<file path="src/rtl/bus_responder.sv">
// Bus-segment responder: decodes an aligned window holding control registers, sampled status,
// a write counter, a one-shot strobe and write-1-to-clear sticky events. Reads return at a fixed latency.
module bus_responder #(
  parameter int unsigned   AW     = 24,
  parameter int unsigned   DW     = 32,
  parameter int unsigned   NREG   = 8,
  parameter logic [AW-1:0] BASE   = 24'h000100,
  parameter int unsigned   RD_LAT = 1
) (
  input  logic                 clk,
  input  logic                 rst_n,
  input  logic [AW-1:0]        addr,
  input  logic [DW-1:0]        wdata,
  input  logic                 wstb,
  output logic [DW-1:0]        rdata,
  output logic [NREG*DW-1:0]   ctrl,
  output logic [DW-1:0]        stb_out,
  input  logic [DW-1:0]        status_in,
  input  logic [DW-1:0]        ev_in
);

  localparam int unsigned LW = $clog2(2 * NREG);

  logic [DW-1:0] status_q;
  logic [DW-1:0] wcount;
  logic [DW-1:0] sticky;
  logic [DW-1:0] rd_pipe [RD_LAT];

  logic          hit_c;
  logic [LW-1:0] off_c;
  logic          acc_c;
  logic          wr_wcnt_c;
  logic          wr_stb_c;
  logic [DW-1:0] clr_c;
  logic [DW-1:0] rd_mux_c;

  // Address decode and write qualification
  always_comb begin
    hit_c     = (addr[AW-1:LW] == BASE[AW-1:LW]);
    off_c     = addr[LW-1:0];
    acc_c     = wstb && hit_c && (off_c <= LW'(NREG + 3));
    wr_wcnt_c = wstb && hit_c && (off_c == LW'(NREG + 1));
    wr_stb_c  = wstb && hit_c && (off_c == LW'(NREG + 2));
    clr_c     = (wstb && hit_c && (off_c == LW'(NREG + 3))) ? wdata : '0;
  end

  // Read mux over pre-edge state; strobe, reserved and miss read as zero
  always_comb begin
    rd_mux_c = '0;
    if (hit_c) begin
      for (int unsigned k = 0; k < NREG; k++) begin
        if (off_c == LW'(k)) rd_mux_c = ctrl[k*DW +: DW];
      end
      if (off_c == LW'(NREG))          rd_mux_c = status_q;
      else if (off_c == LW'(NREG + 1)) rd_mux_c = wcount;
      else if (off_c == LW'(NREG + 3)) rd_mux_c = sticky;
    end
  end

  always_ff @(posedge clk or negedge rst_n) begin
    if (!rst_n) begin
      ctrl     <= '0;
      stb_out  <= '0;
      status_q <= '0;
      wcount   <= '0;
      sticky   <= '0;
      for (int unsigned i = 0; i < RD_LAT; i++) rd_pipe[i] <= '0;
    end else begin
      for (int unsigned k = 0; k < NREG; k++) begin
        if (wstb && hit_c && off_c == LW'(k)) ctrl[k*DW +: DW] <= wdata;
      end
      status_q <= status_in;
      // A clear of the counter wins over counting the clearing write itself
      if (wr_wcnt_c)  wcount <= '0;
      else if (acc_c) wcount <= wcount + DW'(1);
      stb_out  <= wr_stb_c ? wdata : '0;
      sticky   <= (sticky & ~clr_c) | ev_in;
      rd_pipe[0] <= rd_mux_c;
      for (int unsigned i = 1; i < RD_LAT; i++) rd_pipe[i] <= rd_pipe[i-1];
    end
  end

  assign rdata = rd_pipe[RD_LAT-1];

endmodule

</file>
<file path="config.mk">
export PLATFORM = sky130hd
export DESIGN_NAME = bus_responder
export DESIGN_NICKNAME = d
export VERILOG_FILES = /design/src/rtl/bus_responder.sv
export SDC_FILE = /design/constraint.sdc
export NUM_CORES = 1
export LEC_CHECK = 0
export ABC_AREA = 1
export CAP_MARGIN = 20
export CORE_MARGIN = 10
export CORE_UTILIZATION = 54
export DETAILED_ROUTE_END_ITERATION = 12
export GPL_ROUTABILITY_DRIVEN = 0
export GPL_TIMING_DRIVEN = 1
export HOLD_SLACK_MARGIN = 0.02
export PLACE_DENSITY = 0.91
export SLEW_MARGIN = 20
export SYNTH_ARGS = -nofsm -noshare
export SYNTH_HDL_FRONTEND = slang
export SYNTH_SLANG_ARGS = --single-unit
</file>
<file path="constraint.sdc">
create_clock -name clk -period 3.8 [get_ports clk]
set_input_delay 1.14 -clock clk [delete_from_list [all_inputs] [get_ports clk]]
set_output_delay 1.14 -clock clk [all_outputs]
set_load 0.02 [all_outputs]
</file>
==> summary.txt <==
Worst hold path
  • Hold Crit Class: flip-flop to flip-flop
  • Worst hold path stage count: 2
  • Hold Crit Start: sticky[14]$_DFF_PN0_
  • Hold Path End: sticky[14]$_DFF_PN0_

Logic synthesis
  • Synth cell types: 28
  • Seq/Total Area, Yosys: 0.575
  • Post-synthesis cell count: 2170
  • Post-synth EDFFs: 0
  • Netlist Area Pre-Place: 0.0181 mm2
  • Async S/R FF share, synth: 1.00
  • Number of synthesized register bits: 416
  • Syn nets: 2294
  • Main flop type after synthesis: dfrtp_1
  • Synth warn: 0
  • Syn_area_per_cell: 8.35 um2

Power and ir drop
  • Leak: 11.2 nW
  • Combinational share of power: 0.054
  • Clock power share: 0.451
  • Peak VDD IR: 0.000351 V
  • Internal power of the cells: 6.97 mW
  • Sw power: 2.04 mW
  • Sequential share of power: 0.495
  • Pwr dens: 367 mW/mm2
  • Pwr Total: 9.00 mW
  • Switching fraction of total power: 0.226

Setup path
  • Worst Setup Start Kind: primary input
  • CP Data Required Time: 4.19 ns
  • Worst R2R Path Depth: 9
  • R2R Path Start: wcount[1]$_DFFE_PN0P_
  • Reg-to-Reg End: wcount[26]$_DFFE_PN0P_
  • Worst Path Arrival: 3.52 ns
  • Critical path class: primary input to flip-flop
  • R2R setup slack: 1.65 ns
  • Worst setup EP type: flip-flop
  • CP Max Fanout: 33

STA
  • Setup_tns: 0 ns
  • RSZ-0062 raised after global routing: false
  • Slew headroom: 0.425
  • Fin crit share: 0.824
  • Worst slew pin tran: 0.863 ns
  • Max Freq: 0.320 GHz
  • Setup Viol. Count Final: 0
  • Clock Skew: 0.0163 ns
  • Final count of hold timing violations: 0
  • Final worst slack: 0.670 ns
  • Slew Viols, Final: 0
  • Worst Hold Margin: 0.500 ns
  • Minimum clock period: 3.13 ns

Clock tree
  • Clock buffer depth: 3
  • CTS Buf Count: 44
  • CTS tree: done
  • Htree depth: 2
  • Post-cts resize count: 0
  • Post-CTS Setup Inserts: 0
  • Total clock sinks: 416
  • Clock Pin Slew Worst Setup and Hold Paths: 0.06 ns
  • Later-pin clock latency in the skew report: 0.53 ns
  • Cts hold-fix bufs: 0
  • Clock root buffer: clkbuf_16

Floorplan
  • Starting Density: 0.544
  • Full die area: 0.0413 mm2
  • Io pins: 443
  • Num rows: 67
  • Die Wd: 203 um
  • Die height: 203 um
  • Core Area: 0.0333 mm2

Routing
  • DRT antenna net count: 0
  • DRT Pass-1 Iters: 6
  • Drt drc: 0
  • DRT Wirelength: 73200 um
  • Vias/cell: 5.96
  • Starting DRT DRC Count: 2192
  • Routed len/inst: 23.8 um
  • Via count: 18293

Finish
  • Register area: 0.0104 mm2
  • Diodes inserted: 0
  • Final #Nets: 2721
  • Area of the multi-input gates: 0.00666 mm2
  • Layout cells sized above 1: 0.0675
  • Layout area overhead: 35.3%
  • Fill count: 2242

Place
  • Post-Place Setup Slack: 0.196 ns
  • Port buffer count: 442
  • Hpwl dp: 52400 um

Run
  • Max-cap viol count: 0

Global route
  • First-pass GRT wire length: 110000 um
  • Global route overflow: 0
  • Largest net degree at the start of global routing: 101
  • Gr usage total: 0.345
  • Vias in the first global route: 18517
  • Initial antenna violation count: 1

Run status
  • Status: complete, no violations
## sequential cells by signal, indices dropped and copies added, names as in the netlist
register	flops
status_q	32
stb_out	32
ctrl	256
sticky	32
rdata	32
wcount	32
## metal layers
metal	track usage	share of wire	vias up
li1	-	-	7777
met1	0.387	0.34	8659
met2	0.561	0.47	1486
met3	0.104	0.12	369
met4	0.232	0.075	2
met5	0	0.00016	-
## how the worst max path moves through the flow
stage                         from                endpoint  slack, ns
after detailed placement   addr[3]   wcount[7]$_DFFE_PN0P_       0.20
after global routing       addr[3]   ctrl[219]$_DFFE_PN0P_       0.60
after global placement     addr[3]  wcount[20]$_DFFE_PN0P_       0.28
after CTS                  addr[3]   wcount[7]$_DFFE_PN0P_       0.72
after floorplan           addr[21]    sticky[10]$_DFF_PN0_       1.32
final                      addr[3]   wcount[7]$_DFFE_PN0P_       0.67
## worst max-delay path, cell delays in order
cell and delay [ns]:
clkdlybuf4s50_1 0.54, inv_1 0.09, nor2_1 0.35, inv_1 0.15, nor2_2 0.18, buf_4 0.38, nand3_1 0.14, buf_4 0.27
nand3_1 0.14, o21ai_0 0.10
## synth_stat cells, types with 2 or more instances
| cell type | instances | area share |
|---|---|---|
| clkbuf_1 | 62 | 0.013 |
| dfrtp_1 | 416 | 0.57 |
| a21oi_1 | 42 | 0.012 |
| nand2_2 | 8 | 0.0028 |
| buf_1 | 2 | 0.00041 |
| nand3_1 | 89 | 0.025 |
| xnor2_1 | 9 | 0.0044 |
| nor3_1 | 20 | 0.0055 |
| nor2_1 | 179 | 0.037 |
| or2_2 | 44 | 0.015 |
| buf_2 | 41 | 0.011 |
| nor2_2 | 2 | 0.00069 |
| inv_1 | 167 | 0.035 |
| nand3_2 | 2 | 0.0011 |
| nand3b_1 | 2 | 0.00083 |
| nand2_1 | 693 | 0.14 |
| xor2_1 | 21 | 0.010 |
| nand4_1 | 57 | 0.020 |
| o21ai_0 | 302 | 0.083 |
| o21ai_1 | 4 | 0.0011 |
## through the flow
| step | std cells | instance area [um2] | utilization |
|---|---|---|---|
| floorplan | 2170 | 18100 | - |
| global placement | 2999 | 23200 | 0.696 |
| detailed placement | 2999 | 23200 | 0.696 |
| CTS | 3071 | 24500 | 0.737 |
| global route | 3071 | 24500 | 0.737 |
| finish | 3071 | 24500 | 0.737 |
## power by group through the flow
stage,clock network [mW],logic (mW),registers [mW]
floorplan,0,0.131,4.53
global placement,0,0.466,4.53
detailed placement,0,0.477,4.53
CTS,4.07,0.482,4.45
global route,4.26,0.519,4.45
finish,4.06,0.486,4.45
## cell families after synthesis
| family | synth area share |
|---|---|
| buf+inv | 0.0596 |
| compound gates | 0.0965 |
| flops | 0.575 |
| fa+ha+maj | 0.000690 |
| simple gates | 0.254 |
| xor+xnor | 0.0145 |
## area by class of cell
type,instances,share of cell area
repair buffers,486,0.200
clock buffers,62,0.0526
inverters,169,0.0259
clock inverters,10,0.00225
well taps,448,0.0229
flip-flops and latches,416,0.425
multi-input cells,1480,0.271
## layout by cell type, fill, tap and decap left out, drive strengths merged
cell type      Yosys  layout
a21oi             42      42
and3               1       1
buf               43      45
clkbuf            62      62
clkdlybuf4s50      0     441
clkinv             1       9
clkinvlp           0       2
dfrtp            416     416
ha                 1       1
inv              168     168
nand2            701     701
nand3             91      91
nand3b             2       2
nand4             57      57
nor2             182     182
nor3              20      20
nor3b              1       1
nor4               1       1
o21ai            306     306
o21bai             1       1
or2               44      44
xnor2              9       9
xor2              21      21
No activity file was read; power rests on OpenSTA's default activity.
